**config.mk**
```make
export PLATFORM = sky130hd
export DESIGN_NAME = fpadd_rr_scheduler_flat
export DESIGN_NICKNAME = d
export VERILOG_FILES = /design/src/rtl/fpadd_rr_scheduler_pkg.sv /design/src/rtl/fpadd_rr_scheduler_if.sv /design/src/rtl/fpadd_rr_scheduler_arbiter.sv /design/src/rtl/fpadd_rr_scheduler.sv /design/src/flat_wrapper.sv
export SDC_FILE = /design/constraint.sdc
export NUM_CORES = 1
export LEC_CHECK = 0
export BUFFER_PORTS_ARGS = -buffer_cell sky130_fd_sc_hd__clkbuf_2
export CORE_AREA = 2 2 154 156
export DETAILED_ROUTE_END_ITERATION = 8
export DIE_AREA = 0 0 156 158
export SETUP_SLACK_MARGIN = 0.4
export SYNTH_ARGS = -nofsm -noshare
export SYNTH_HDL_FRONTEND = slang
export SYNTH_SLANG_ARGS = --single-unit
```
**constraint.sdc**
```tcl
create_clock -name clk -period 6.4 [get_ports clk]
set_clock_uncertainty 0.2 [all_clocks]
set_input_delay 0.96 -clock clk [delete_from_list [all_inputs] [get_ports clk]]
set_output_delay 0.96 -clock clk [all_outputs]
set_load 0.1 [all_outputs]
```
**src/rtl/fpadd_rr_scheduler_pkg.sv**
```systemverilog
// Shared constants and state type for the round-robin FP adder scheduler.
package fpadd_sched_pkg;

  localparam int FP_W    = 32;
  localparam int EXP_W   = 8;
  localparam int MANT_W  = 23;
  localparam int EXP_LSB = 23;

  typedef enum logic [1:0] {
    IDLE  = 2'd0,
    ISSUE = 2'd1,
    RESP  = 2'd2
  } state_t;

  // Biased exponent field of a single-precision word.
  function automatic logic [EXP_W-1:0] fp_exp(input logic [FP_W-1:0] v);
    return v[EXP_LSB +: EXP_W];
  endfunction

endpackage

```
**src/rtl/fpadd_rr_scheduler_if.sv**
```systemverilog
// Requester, shared-adder and response signals of the FP adder scheduler.
// slave = scheduler side, master = requesters/adder/consumer side.
interface fpadd_rr_scheduler_if #(
  parameter int NUM_REQ = 4
);
  import fpadd_sched_pkg::*;

  localparam int IDW = (NUM_REQ > 1) ? $clog2(NUM_REQ) : 1;

  logic [NUM_REQ-1:0]      req_valid;
  logic [NUM_REQ-1:0]      req_ready;
  logic [FP_W*NUM_REQ-1:0] req_a;
  logic [FP_W*NUM_REQ-1:0] req_b;
  logic [FP_W-1:0]         add_a;
  logic [FP_W-1:0]         add_b;
  logic [FP_W-1:0]         add_sum;
  logic                    rsp_valid;
  logic                    rsp_ready;
  logic [IDW-1:0]          rsp_id;
  logic [FP_W-1:0]         rsp_sum;
  logic                    busy;

  modport slave (
    input  req_valid, req_a, req_b, add_sum, rsp_ready,
    output req_ready, add_a, add_b, rsp_valid, rsp_id, rsp_sum, busy
  );

  modport master (
    output req_valid, req_a, req_b, add_sum, rsp_ready,
    input  req_ready, add_a, add_b, rsp_valid, rsp_id, rsp_sum, busy
  );

endinterface

```
**src/rtl/fpadd_rr_scheduler_arbiter.sv**
```systemverilog
// Combinational round-robin arbiter: first set request at or above ptr, wrapping.
module rr_arbiter #(
  parameter int NUM_REQ = 4,
  parameter int IDW     = (NUM_REQ > 1) ? $clog2(NUM_REQ) : 1
) (
  input  logic [NUM_REQ-1:0] req,
  input  logic [IDW-1:0]     ptr,
  input  logic               en,
  output logic [NUM_REQ-1:0] grant,
  output logic [IDW-1:0]     grant_idx
);

  logic found;
  int   idx;

  // Scan upward from ptr; the first pending request wins.
  always_comb begin
    grant     = '0;
    grant_idx = '0;
    found     = 1'b0;
    idx       = 0;
    for (int k = 0; k < NUM_REQ; k++) begin
      idx = int'(ptr) + k;
      if (idx >= NUM_REQ) idx = idx - NUM_REQ;
      if (en && !found && req[idx]) begin
        grant[idx] = 1'b1;
        grant_idx  = IDW'(idx);
        found      = 1'b1;
      end
    end
  end

endmodule

```
**src/rtl/fpadd_rr_scheduler.sv**
```systemverilog
// Shares one combinational FP adder among NUM_REQ requesters, round-robin.
// Optional macro FPADD_SCHED_ZERO_BYPASS_EN: replace the adder result when
// either operand has a zero exponent (zero/subnormal), which the adder can't handle.
//
// state | meaning
// IDLE  | arbitrating; req_ready shows the one-hot grant
// ISSUE | latched operands on add_a/add_b; sum captured at end of cycle
// RESP  | rsp_valid high, waiting for rsp_ready
module fpadd_rr_scheduler
  import fpadd_sched_pkg::*;
#(
  parameter int NUM_REQ = 4
) (
  input logic                 clk,
  input logic                 rst_n,
  fpadd_rr_scheduler_if.slave bus
);

  localparam int IDW = (NUM_REQ > 1) ? $clog2(NUM_REQ) : 1;

  state_t              state_q, state_d;
  logic [IDW-1:0]      ptr_q;
  logic [IDW-1:0]      id_q;
  logic [FP_W-1:0]     op_a_q, op_b_q, sum_q;
  logic [NUM_REQ-1:0]  grant;
  logic [IDW-1:0]      grant_idx;
  logic                accept;
  logic                done;
  logic [FP_W-1:0]     result;

  rr_arbiter #(.NUM_REQ(NUM_REQ), .IDW(IDW)) u_arb (
    .req       (bus.req_valid),
    .ptr       (ptr_q),
    .en        (state_q == IDLE),
    .grant     (grant),
    .grant_idx (grant_idx)
  );

  assign accept = (state_q == IDLE) && |(bus.req_valid & grant);
  assign done   = (state_q == RESP) && bus.rsp_ready;

`ifdef FPADD_SCHED_ZERO_BYPASS_EN
  // Substitute the result for zero/subnormal operands.
  always_comb begin
    result = bus.add_sum;
    if (fp_exp(op_a_q) == '0 && fp_exp(op_b_q) == '0)
      result = {op_a_q[FP_W-1] & op_b_q[FP_W-1], {(FP_W-1){1'b0}}};
    else if (fp_exp(op_a_q) == '0)
      result = op_b_q;
    else if (fp_exp(op_b_q) == '0)
      result = op_a_q;
  end
`else
  assign result = bus.add_sum;
`endif

  // State register.
  always_ff @(posedge clk) begin
    if (!rst_n) state_q <= IDLE;
    else        state_q <= state_d;
  end

  // Next-state logic.
  always_comb begin
    state_d = state_q;
    case (state_q)
      IDLE:    if (accept) state_d = ISSUE;
      ISSUE:   state_d = RESP;
      RESP:    if (bus.rsp_ready) state_d = IDLE;
      default: state_d = IDLE;
    endcase
  end

  // Operand/ID capture on accept, sum capture in ISSUE, pointer advance on completion.
  always_ff @(posedge clk) begin
    if (!rst_n) begin
      ptr_q  <= '0;
      id_q   <= '0;
      op_a_q <= '0;
      op_b_q <= '0;
      sum_q  <= '0;
    end else begin
      if (accept) begin
        op_a_q <= bus.req_a[FP_W*int'(grant_idx) +: FP_W];
        op_b_q <= bus.req_b[FP_W*int'(grant_idx) +: FP_W];
        id_q   <= grant_idx;
      end
      if (state_q == ISSUE) sum_q <= result;
      if (done) ptr_q <= (id_q == IDW'(NUM_REQ-1)) ? '0 : id_q + 1'b1;
    end
  end

  assign bus.req_ready = grant;
  assign bus.add_a     = op_a_q;
  assign bus.add_b     = op_b_q;
  assign bus.rsp_valid = (state_q == RESP);
  assign bus.rsp_id    = id_q;
  assign bus.rsp_sum   = sum_q;
  assign bus.busy      = (state_q != IDLE);

endmodule
```
**src/flat_wrapper.sv**
```systemverilog
// flat-port wrapper written by rule: the top's interface ports become plain ports
module fpadd_rr_scheduler_flat import fpadd_sched_pkg::*;
#(
  parameter int NUM_REQ = 4
)
  (clk, rst_n, bus_req_valid, bus_req_a, bus_req_b, bus_add_sum, bus_rsp_ready, bus_req_ready, bus_add_a, bus_add_b, bus_rsp_valid, bus_rsp_id, bus_rsp_sum, bus_busy);
  fpadd_rr_scheduler_if #(.NUM_REQ(NUM_REQ)) bus_i ();
  input logic clk;
  input logic rst_n;
  input wire logic [$bits(bus_i.req_valid)-1:0] bus_req_valid;
  input wire logic [$bits(bus_i.req_a)-1:0] bus_req_a;
  input wire logic [$bits(bus_i.req_b)-1:0] bus_req_b;
  input wire logic [$bits(bus_i.add_sum)-1:0] bus_add_sum;
  input wire logic [$bits(bus_i.rsp_ready)-1:0] bus_rsp_ready;
  output wire logic [$bits(bus_i.req_ready)-1:0] bus_req_ready;
  output wire logic [$bits(bus_i.add_a)-1:0] bus_add_a;
  output wire logic [$bits(bus_i.add_b)-1:0] bus_add_b;
  output wire logic [$bits(bus_i.rsp_valid)-1:0] bus_rsp_valid;
  output wire logic [$bits(bus_i.rsp_id)-1:0] bus_rsp_id;
  output wire logic [$bits(bus_i.rsp_sum)-1:0] bus_rsp_sum;
  output wire logic [$bits(bus_i.busy)-1:0] bus_busy;
  assign bus_i.req_valid = bus_req_valid;
  assign bus_i.req_a = bus_req_a;
  assign bus_i.req_b = bus_req_b;
  assign bus_i.add_sum = bus_add_sum;
  assign bus_i.rsp_ready = bus_rsp_ready;
  assign bus_req_ready = bus_i.req_ready;
  assign bus_add_a = bus_i.add_a;
  assign bus_add_b = bus_i.add_b;
  assign bus_rsp_valid = bus_i.rsp_valid;
  assign bus_rsp_id = bus_i.rsp_id;
  assign bus_rsp_sum = bus_i.rsp_sum;
  assign bus_busy = bus_i.busy;
  fpadd_rr_scheduler #(.NUM_REQ(NUM_REQ)) u_core (.clk(clk), .rst_n(rst_n), .bus(bus_i));
endmodule
```
==> metrics.yaml, run 1 <==
min_from: "u_core.bus.rsp_sum[23]"
dr.first_iter.drc_count: 388
total_power_mw: 2.740
tightest_slew_ps: 1076
synthAdderAreaFrac_pct: 1.659
r2r_slack_ps: 2050
ff2ff_path_depth: 9
relSlewSlack_pct: 28.29
post-route-period-util_pct: 73.52
yosys_warnings: 0
synthesis.area_um2: 6788
synth-seq-cells: 102
multiInputGateArea_um2: 4151
min_to: "u_core.bus.rsp_sum[23]"
area_growth_pct: 35.91
path_max_fanout: 12
finalCriticalPeriod_ps: 4705
synth_top_family_by_area: "compound AO/OA/AOI/OAI gates"
rows: 56
synthXorXnorAreaFrac_pct: 0
antenna_found_initial: 0
design.portCount: 399
grt_pass1_wl_mm: 34.37
portBuffers: 398
power.density_nw_per_um2: 297.0
fill_cells: 2415
dieArea_um2: 24650
muxShareOfSynthArea_pct: 12.39
synthCells: 801
post-dp-hpwl_mm: 16.65
instances_no_fill: 1439
syn_nets: 1105
via_count: 6934
die_h_um: 158
finalHoldViolCount: 0
setup_violations: 0
cts_tree: "yes"
rr_endpoint: "u_core.bus.add_a[17]"
fin_ws_ps: 1695
yosysTopAreaCell: "dfxtp_1"
crit_type: "register to output pin"
p_leak_nw: 5.026
dp_slack_ps: 2031
whs_ps: 269.1
clock_path_buffers: 2
initial_utilization_pct: 29.45
place_congestion: 0.8563
ys_seq_area_share_pct: 30.08
overflow: 0
synth-compound-area-share_pct: 30.88
core-area_um2: 23050
diodes: 0
dr.pass1.iters: 5
cts_setup_buffers: 0
dieWidth_um: 156
startpoint_type: "register"
grt_use_total_pct: 17.66
wl_mm: 23.21
peakVddDrop_v: 0.0001245
clock_sinks: 102
hp-class: "register to register"
cts_hold_buf: 0
clk_pin_slew_ps: 80
wire_per_inst_um: 16.13
hold_path_depth: 2
yosysUniqueCellTypes: 39
arrival_ps: 3550
fmax_mhz: 212.5
post_dp_cell_area_um2: 8934
yosys.area.top_type_share_pct: 30.08
synth.area.top_cells: "dfxtp_1 30%, o211a_1 9.6%, a211o_1 8.3%"
root_buffer: "clkbuf_16"
final_area_um2: 9225
final_core_util_pct: 40.02
max_cap_viol_count: 0
rsz0062_at_grt: "false"
post-route-drc-count: 0
drive_gt1_share_pct: 39.51
grt_pass1_vias: 6263
vias_per_cell: 4.819
detail-route-antenna-nets: 0
grt_max_degree: 133
final_max_slew_viol_count: 0
tns_ps: 0
regArea_um2: 2042
required_ps: 5240
crit_path_end_kind: "output pin"
dp_cells: 1423
timing.rr.start: "u_core.ptr_q[0]"
synthSimpleGateAreaFrac_pct: 15.71
final_nets: 1448
status: "finished, final reports clean"
cts_made_buffers: 9
insertion_delay_ps: 350
cts_max_level: 3
avgSynthCellArea_um2: 8.474
cts_resized: 0
==> worst max path at each step <==
stage | start | endpoint | cells after the start
final | u_core.ptr_q[0] | bus_req_ready[0] | 8
after global routing | u_core.ptr_q[0] | bus_req_ready[0] | 8
after CTS | u_core.ptr_q[0] | bus_req_ready[0] | 8
after detailed placement | u_core.ptr_q[0] | u_core.bus.add_a[17] | 9
after global placement | u_core.ptr_q[0] | u_core.bus.add_a[11] | 9
after floorplan | bus_req_valid[3] | bus_req_ready[1] | 4
==> cell usage after synthesis (all sizes together) <==
cell and instances:
nand2b 3, mux2 64, a221oi 1, a221o 1, buf 20, nand2 73
a22o 3, nor3b 1, nor4b 1, or3 2, a21o 1, a21boi 33
mux4 4, a21oi 1, o32ai 2, inv 74, a211o 64, a22oi 2
o211a 65, nor2 68, nor2b 4, nor3 3, and2 3, a222oi 2
dfxtp 102, or2 1, clkbuf 55, o21a 65, a2bb2oi 1, ha 9
and3 64, nand3b 1, o211ai 2, o21ai 1, nand3 2, mux2i 3
==> final cells by class <==
type	instances	share of cell area, %
inverters	74	3.011
clock inverters	7	0.7188
multi-input cells	550	45.00
well taps	290	3.933
clock buffers	9	2.441
repair buffers	407	22.76
flip-flops and latches	102	22.13
==> registers in the layout, summed over array words and instances, names as in the netlist <==
name and count:
u_core.bus.rsp_sum 32, u_core.bus.add_a 32, u_core.state_q 2, u_core.ptr_q 2, u_core.bus.add_b 32, u_core.bus.rsp_id 2
==> power by group <==
part	internal [mW]	total (mW)	leakage (nW)	switching [mW]
Clock	0.274	0.551	0.138	0.277
Sequential	0.718	0.765	0.834	0.0471
Combinational	0.387	1.42	4.05	1.04
==> cell usage in the layout (no fill, tap or decap), types with 19 or more instances in the layout <==
cell,Yosys,layout
nor2_1,68,67
inv_1,74,74
nand2_1,73,72
o21a_1,65,65
a21boi_0,33,33
clkbuf_2,0,397
o211a_1,65,65
mux2_1,45,45
mux2_2,19,19
dfxtp_1,102,102
and3_1,64,64
a211o_1,64,64
==> cells by family after synthesis <==
group | after synthesis
buffers and inverters | 149
and+or+nand+nor | 226
muxes | 71
adders and majority gates | 9
DFF | 102
AOI/OAI and AO/OA | 244
==> worst max-delay path: stages (launching register included) <==
cell and delay [ps]:
dfxtp_1 650, inv_1 270, ha_1 440, mux4_2 510, nand2b_1 210, nor2_1 120
a222oi_1 490, nand2_1 110, clkbuf_2 400
==> per-layer routing <==
metal	track usage (%)	up-vias	wire, um	share of wire [%]
met5	0	-	0	0
met4	4.369	0	352	1.5
met3	4.051	21	1645	7.1
met2	30.59	247	11510	50
met1	22.21	3161	9698	42
li1	-	3505	-	-
Power figures use the tool's default switching activity.
==> run 2, diff against run 1 <==
--- a/config.mk
+++ b/config.mk
@@ -6,9 +6,9 @@
 export NUM_CORES = 1
 export LEC_CHECK = 0
 export BUFFER_PORTS_ARGS = -buffer_cell sky130_fd_sc_hd__clkbuf_2
-export CORE_AREA = 2 2 154 156
+export CORE_AREA = 2 2 155 157
 export DETAILED_ROUTE_END_ITERATION = 8
-export DIE_AREA = 0 0 156 158
+export DIE_AREA = 0 0 157 159
 export SETUP_SLACK_MARGIN = 0.4
 export SYNTH_ARGS = -nofsm -noshare
 export SYNTH_HDL_FRONTEND = slang
==> constraint.sdc (replaced) <==
create_clock -name clk -period 4.7 [get_ports clk]
set_clock_uncertainty 0.2 [all_clocks]
set_input_delay 0.705 -clock clk [delete_from_list [all_inputs] [get_ports clk]]
set_output_delay 0.705 -clock clk [all_outputs]
set_load 0.1 [all_outputs]
==> run 2 against run 1 <==
Compared with the run above:
- worst setup slack worse by 1200 ps
- cell count is 2.6% higher
- sequential cell count stayed put
- cell area is 1.5% higher
- non-clock buffer count is 9 higher
- via count is 1.4% higher
- core utilization is 0.35 points higher
- sequential power is 36% higher
- global-route usage is 0.82 points higher
- critical endpoint is now bus_req_ready[3]
==> metrics.yaml, run 2 (synthesized netlist as in run 1, its figures left out) <==
status: "finished, final reports clean"  # unchanged
final_max_slew_viol_count: 0  # unchanged
fill_cells: 2412  # was 2415
peakVddDrop_v: 0.0002457  # was 0.0001245 V
crit_path_end_kind: "output pin"  # unchanged
cts_hold_buf: 0  # unchanged
place_congestion: 0.8749  # was 0.8563
multiInputGateArea_um2: 4151  # unchanged
cts_tree: "yes"  # unchanged
post-route-period-util_pct: 88.44
drive_gt1_share_pct: 39.98  # was 39.51%
timing.critical_path.buf_inv: 2  # unchanged
clock_sinks: 102  # unchanged
slowest_delay_ps: 550  # was 650 ps
post-dp-hpwl_mm: 17.91  # was 16.65 mm
grt_pass1_wl_mm: 36.79  # was 34.37 mm
wire_per_inst_um: 16.31  # was 16.13 um
post-route-drc-count: 0  # unchanged
busiest_layer: "met2"  # unchanged
diodes: 0  # unchanged
area_growth_pct: 37.92  # was 35.91%
dieArea_um2: 24960  # was 24650 um2
setup_violations: 0  # unchanged
overflow: 0  # unchanged
cts_max_level: 3  # unchanged
total_power_mw: 3.807  # was 2.740 mW
wl_mm: 24.09  # was 23.21 mm
clock_path_buffers: 2  # unchanged
hp-class: "register to register"  # unchanged
whs_ps: 266.6  # was 269.1 ps
power.density_nw_per_um2: 406.7  # was 297.0 nW/um2
cts_made_buffers: 9  # unchanged
regArea_um2: 2042  # unchanged
post_dp_cell_area_um2: 9042  # was 8934 um2
dr.pass1.iters: 4  # was 5
arrival_ps: 3250  # was 3550 ps
startpoint_type: "register"  # unchanged
fmax_mhz: 240.6
final_nets: 1457  # was 1448
crit_type: "register to output pin"  # unchanged
root_buffer: "clkbuf_16"  # unchanged
via_count: 7029  # was 6934
p_leak_nw: 5.089  # was 5.026 nW
design.portCount: 399  # unchanged
tns_ps: 0  # unchanged
rsz0062_at_grt: "true"  # was false
required_ps: 3800  # was 5240 ps
path_cells: "inv_1, ha_1, mux4_2, or3_1, nor2_1, nand2_1, nand3_1, clkbuf_2"  # was inv_1, ha_1, mux4_2, nand2b_1, nor2_1, a222oi_1, nand2_1, clkbuf_2
insertion_delay_ps: 350  # about the same
max_cap_viol_count: 0  # unchanged
detail-route-antenna-nets: 0  # unchanged
initial_utilization_pct: 29.27  # was 29.45%
antenna_found_initial: 1  # was 0
use_met2_pct: 31.50  # was 30.59%
grt_pass1_vias: 6847  # was 6263
worst_path_dominant_cell_family: "simple AND/OR/NAND/NOR gates"  # was buffers and inverters
rows: 56  # unchanged
finalHoldViolCount: 0  # unchanged
die_h_um: 159  # was 158 um
dieWidth_um: 157  # was 156 um
relSlewSlack_pct: 35.40  # was 28.29%
clk_pin_slew_ps: 80  # about the same
grt_max_degree: 65  # was 133
grt_use_total_pct: 18.48  # was 17.66%
path_max_fanout: 9  # was 12
portBuffers: 398  # unchanged
layout_commonest_cell: "clkbuf_2"  # unchanged
final_area_um2: 9361  # was 9225 um2
core-area_um2: 23190  # was 23050 um2
use_met3_pct: 3.974  # was 4.051%
finalCriticalPeriod_ps: 4157
final_cell_mix: "394 x clkbuf_2, 102 x dfxtp_1, 74 x inv_1"  # was 397 x clkbuf_2, 102 x dfxtp_1, 74 x inv_1
tightest_slew_ps: 966.6  # was 1076 ps
met1_usage_pct: 22.85  # was 22.21%
cp_slowest_cell: "dfxtp_1"  # unchanged
dr.first_iter.drc_count: 383  # was 388
final_core_util_pct: 40.36  # was 40.02%
vias_per_cell: 4.759  # was 4.819
[run 2: cell types whose count changed in the layout (fill, tap and decap cells not counted)]
cell / previous run / this run
buf_2: 0 / 1
buf_12: 3 / 4
clkinv_4: 2 / 3
clkbuf_2: 397 / 394
clkbuf_4: 0 / 2
buf_4: 7 / 15
inv_6: 0 / 1
clkinv_2: 0 / 1
bufinv_16: 0 / 1
inv_8: 3 / 1
clkinvlp_4: 2 / 0
[run 2: worst reg2reg max path, delay by kind of cell, from the launching register on]
kind / cells / cell delay [ps]
adders and majority gates: 1 / 420
DFF: 1 / 550
buffers and inverters: 3 / 670
and+or+nand+nor: 2 / 720
muxes: 1 / 400
AOI/OAI and AO/OA: 4 / 990
[run 2: metrics by stage]
stage | std cells | worst slack, ps
after global placement | 1460 | 769.1
after floorplan | 801 | 943.4
after detailed placement | 1460 | 718.6
after global routing | 1477 | 370.7
final | 1477 | 543.3
after CTS | 1476 | 427.5
[run 2: layout make-up]
type                    count  area share (%)
clock inverters             7          0.8688
inverters                  74           2.967
well taps                 319           4.264
multi-input cells         550           44.35
flip-flops and latches    102           21.81
repair buffers            416           23.34
clock buffers               9           2.406
[run 2: timing repair]
item	in CTS	in global routing
setup endpoints to repair	1	4
gates resized for setup	1	3
pin swaps	0	1
setup buffers	0	1
[run 2: worst paths after layout]
check / startpoint / to / slack [ps] / depth (start not counted)
max reg2reg: u_core.ptr_q[1] / u_core.bus.add_b[11] / 710 / 11
min reg2reg: u_core.bus.rsp_sum[23] / u_core.bus.rsp_sum[23] / 270 / 2
min: u_core.bus.rsp_sum[23] / u_core.bus.rsp_sum[23] / 270 / 2
max: u_core.ptr_q[1] / bus_req_ready[3] / 540 / 8
[run 2: power by group]
group / internal [mW] / switching [mW]
combinational: 0.546 / 1.42
sequential: 0.978 / 0.0602
clock: 0.422 / 0.377
[run 2: routing by layer]
layer / up-vias / share of wire (%)
li1: 3525 / -
met1: 3227 / 43
met2: 237 / 48
met3: 38 / 6.5
met5: - / 0.046
met4: 2 / 2.5
==> run 3, diff against run 2 <==
--- a/config.mk
+++ b/config.mk
@@ -6,10 +6,11 @@
 export NUM_CORES = 1
 export LEC_CHECK = 0
 export BUFFER_PORTS_ARGS = -buffer_cell sky130_fd_sc_hd__clkbuf_2
-export CORE_AREA = 2 2 155 157
+export CORE_AREA = 2 2 154 156
 export DETAILED_ROUTE_END_ITERATION = 8
-export DIE_AREA = 0 0 157 159
+export DIE_AREA = 0 0 156 158
 export SETUP_SLACK_MARGIN = 0.4
 export SYNTH_ARGS = -nofsm -noshare
 export SYNTH_HDL_FRONTEND = slang
+export SYNTH_HIERARCHICAL = 1
 export SYNTH_SLANG_ARGS = --single-unit
==> run 3 against run 2 <==
Compared with the run above:
- worst setup slack improved by 130 ps
- core utilization decreased by 0.68 points
- critical path type unchanged
- area after synthesis down 1.1%
- critical path depth decreased by 1
- largest cell class unchanged
- via count down 4.1%
- global-route usage fell by 0.65 points
- first-iteration DRC count fell by 5.0%
- hold slack got worse by 12 ps
- register-to-register slack improved by 220 ps
- sequential power up 6%
==> metrics.yaml, run 3 <==
cts_max_level: 3  # unchanged
cts_made_buffers: 9  # unchanged
dr.pass1.iters: 4  # unchanged
design.portCount: 399  # unchanged
synth_edf_count: 0  # unchanged
finalHoldViolCount: 0  # unchanged
diodes: 0  # unchanged
avgSynthCellArea_um2: 9.904  # was 8.474 um2
peakVddDrop_v: 0.0001696  # was 0.0002457 V
wl_mm: 22.90  # was 24.09 mm
total_power_mw: 4.011  # was 3.807 mW
post-route-period-util_pct: 85.69  # was 88.44%
slowest_delay_ps: 550  # about the same
yosysUniqueCellTypes: 41  # was 39
post-dp-hpwl_mm: 17.21  # was 17.91 mm
synthCells: 678  # was 801
hp-class: "register to register"  # unchanged
cts_setup_buffers: 0  # unchanged
vias_per_cell: 5.098  # was 4.759
final_cell_mix: "393 x clkbuf_2, 137 x nand2_1, 100 x dfxtp_1"  # was 394 x clkbuf_2, 102 x dfxtp_1, 74 x inv_1
cp_slowest_cell: "dfxtp_2"  # was dfxtp_1
final_max_slew_viol_count: 0  # unchanged
insertion_delay_ps: 350  # about the same
final_area_um2: 9149  # was 9361 um2
dieArea_um2: 24650  # was 24960 um2
root_buffer: "clkbuf_16"  # unchanged
synth-seq-cells: 102  # unchanged
fin_ws_ps: 672.4  # was 543.3 ps
synth.area.top_cells: "dfxtp_1 30%, mux4_2 22%, o221ai_2 11%"  # was dfxtp_1 30%, o211a_1 9.6%, a211o_1 8.3%
grt_pass1_vias: 6376  # was 6847
die_h_um: 158  # was 159 um
yosysMostFrequentCell: "nand2_1"  # was dfxtp_1
fmax_mhz: 248.3  # was 240.6 MHz
synth_flop_cell: "dfxtp_1"  # unchanged
grt_pass1_wl_mm: 34.49  # was 36.79 mm
core-area_um2: 23050  # was 23190 um2
status: "finished, final reports clean"  # unchanged
final_nets: 1330  # was 1457
grt_use_total_pct: 17.83  # was 18.48%
portBuffers: 398  # unchanged
relSlewSlack_pct: 45.96  # was 35.40%
cts_tree: "yes"  # unchanged
fill_cells: 2371  # was 2412
startpoint_type: "register"  # unchanged
yosysTopAreaCell: "dfxtp_1"  # unchanged
post-route-drc-count: 0  # unchanged
dp_slack_ps: 691.6  # was 718.6 ps
cts_hold_buf: 0  # unchanged
tns_ps: 0  # unchanged
initial_utilization_pct: 29.13  # was 29.27%
rows: 56  # unchanged
tightest_slew_ps: 810.6  # was 966.6 ps
synthTopCellsByCount: "137 x nand2_1, 102 x dfxtp_1, 71 x inv_1, 65 x mux4_2, 64 x nand4_1"  # was 102 x dfxtp_1, 74 x inv_1, 73 x nand2_1, 68 x nor2_1
clock_sinks: 102  # unchanged
clock_path_buffers: 2  # unchanged
dr.first_iter.drc_count: 364  # was 383
dieWidth_um: 156  # was 157 um
finalCriticalPeriod_ps: 4028  # was 4157 ps
max_cap_viol_count: 0  # unchanged
layout_commonest_cell: "clkbuf_2"  # unchanged
yosys_warnings: 6  # was 0
ys_seq_area_share_pct: 30.41  # was 30.08%
power.density_nw_per_um2: 438.4  # was 406.7 nW/um2
syn_nets: 981  # was 1105
drive_gt1_share_pct: 54.07  # was 39.98%
post_dp_cell_area_um2: 8850  # was 9042 um2
crit_path_end_kind: "output pin"  # unchanged
overflow: 0  # unchanged
clk_pin_slew_ps: 80  # about the same
wire_per_inst_um: 17.32  # was 16.31 um
async_flop_share_pct: 0  # unchanged
yosys.area.top_type_share_pct: 30.41  # was 30.08%
arrival_ps: 3120  # was 3250 ps
detail-route-antenna-nets: 0  # unchanged
place_congestion: 0.8211  # was 0.8749
multiInputGateArea_um2: 4044  # was 4151 um2
synthesis.area_um2: 6715  # was 6788 um2
antenna_found_initial: 0  # was 1
rsz0062_at_grt: "false"  # was true
crit_type: "register to output pin"  # unchanged
required_ps: 3800  # about the same
path_max_fanout: 16  # was 9
p_leak_nw: 4.079  # was 5.089 nW
path_cells: "inv_1, ha_1, mux4_2, nand2b_4, nor2b_2, a221o_1, buf_2"  # was inv_1, ha_1, mux4_2, or3_1, nor2_1, nand2_1, nand3_1, clkbuf_2
via_count: 6739  # was 7029
regArea_um2: 2044  # was 2042 um2
setup_violations: 0  # unchanged
area_growth_pct: 36.24  # was 37.92%
grt_max_degree: 81  # was 65
run 3: cell count changes in the layout (fill, tap and decap cells not counted), moves of 65 or more:
cell | before | now
nand2_1 | 72 | 137
nor2_1 | 67 | 2
o211a_1 | 65 | 0
o21a_1 | 65 | 0
run 3: routing by layer:
metal / up-vias / share of wire, % / track usage (%)
met5: - / 0 / 0
met4: 0 / 1.7 / 5.898
met3: 24 / 6.6 / 3.285
met2: 235 / 50 / 30.05
met1: 3240 / 42 / 23.08
li1: 3240 / - / -
run 3: report_power, final:
part / switching [mW] / internal, mW
clock: 0.373 / 0.383
sequential: 0.104 / 1.00
combinational: 1.59 / 0.557
total: 2.07 / 1.94
run 3: area by class of cell:
cell class | instances | area share (%)
tap | 290 | 3.966
timing repair buffer | 411 | 23.33
clock buffer | 10 | 2.612
sequential | 102 | 22.35
clock inverter | 6 | 0.5744
inverter | 72 | 2.968
multi-input combinational | 431 | 44.20
run 3: critical path, delay by kind of cell (launching register included):
kind / cells / cell delay, ps
buffers and inverters: 2 / 610
flip-flops: 1 / 550
adder cells (fa/ha/maj): 1 / 510
AND/OR/NAND/NOR: 2 / 440
multiplexers: 1 / 420
AO/OA/AOI/OAI: 1 / 230
run 3: final timing paths:
check	startpoint	endpoint	slack, ps	depth (start not counted)
worst max-delay path	u_core/ptr_q[0]	bus_req_ready[2]	670	7
worst min-delay path	u_core/bus.rsp_sum[19]	u_core/bus.rsp_sum[19]	250	2
worst max register to register	u_core/ptr_q[0]	u_core/bus.add_a[11]	930	10
worst min register to register	u_core/bus.rsp_sum[19]	u_core/bus.rsp_sum[19]	250	2
run 3: kinds of logic after synthesis:
kind of cell / Yosys count / synth area share (%)
AO/OA/AOI/OAI: 126 / 18.58
flip-flops: 102 / 30.41
buffers and inverters: 145 / 10.14
multiplexers: 75 / 23.57
AND/OR/NAND/NOR: 222 / 15.82
adder cells (fa/ha/maj): 8 / 1.491
run 3: repair_timing:
| item | in CTS | in global routing |
|---|---|---|
| resized for setup | 1 | 7 |
| cloned | 0 | 0 |
| setup endpoints to repair | 4 | 20 |
run 3: stage by stage:
step	std cells	util (%)	hold WS (ps)
3_5_place_dp	1306	38.39	245.6
2_1_floorplan	678	-	325.9
5_1_grt	1322	39.69	274.6
4_1_cts	1322	39.66	256.2
6_report	1322	39.69	254.7
3_3_place_gp	1306	38.39	241.1
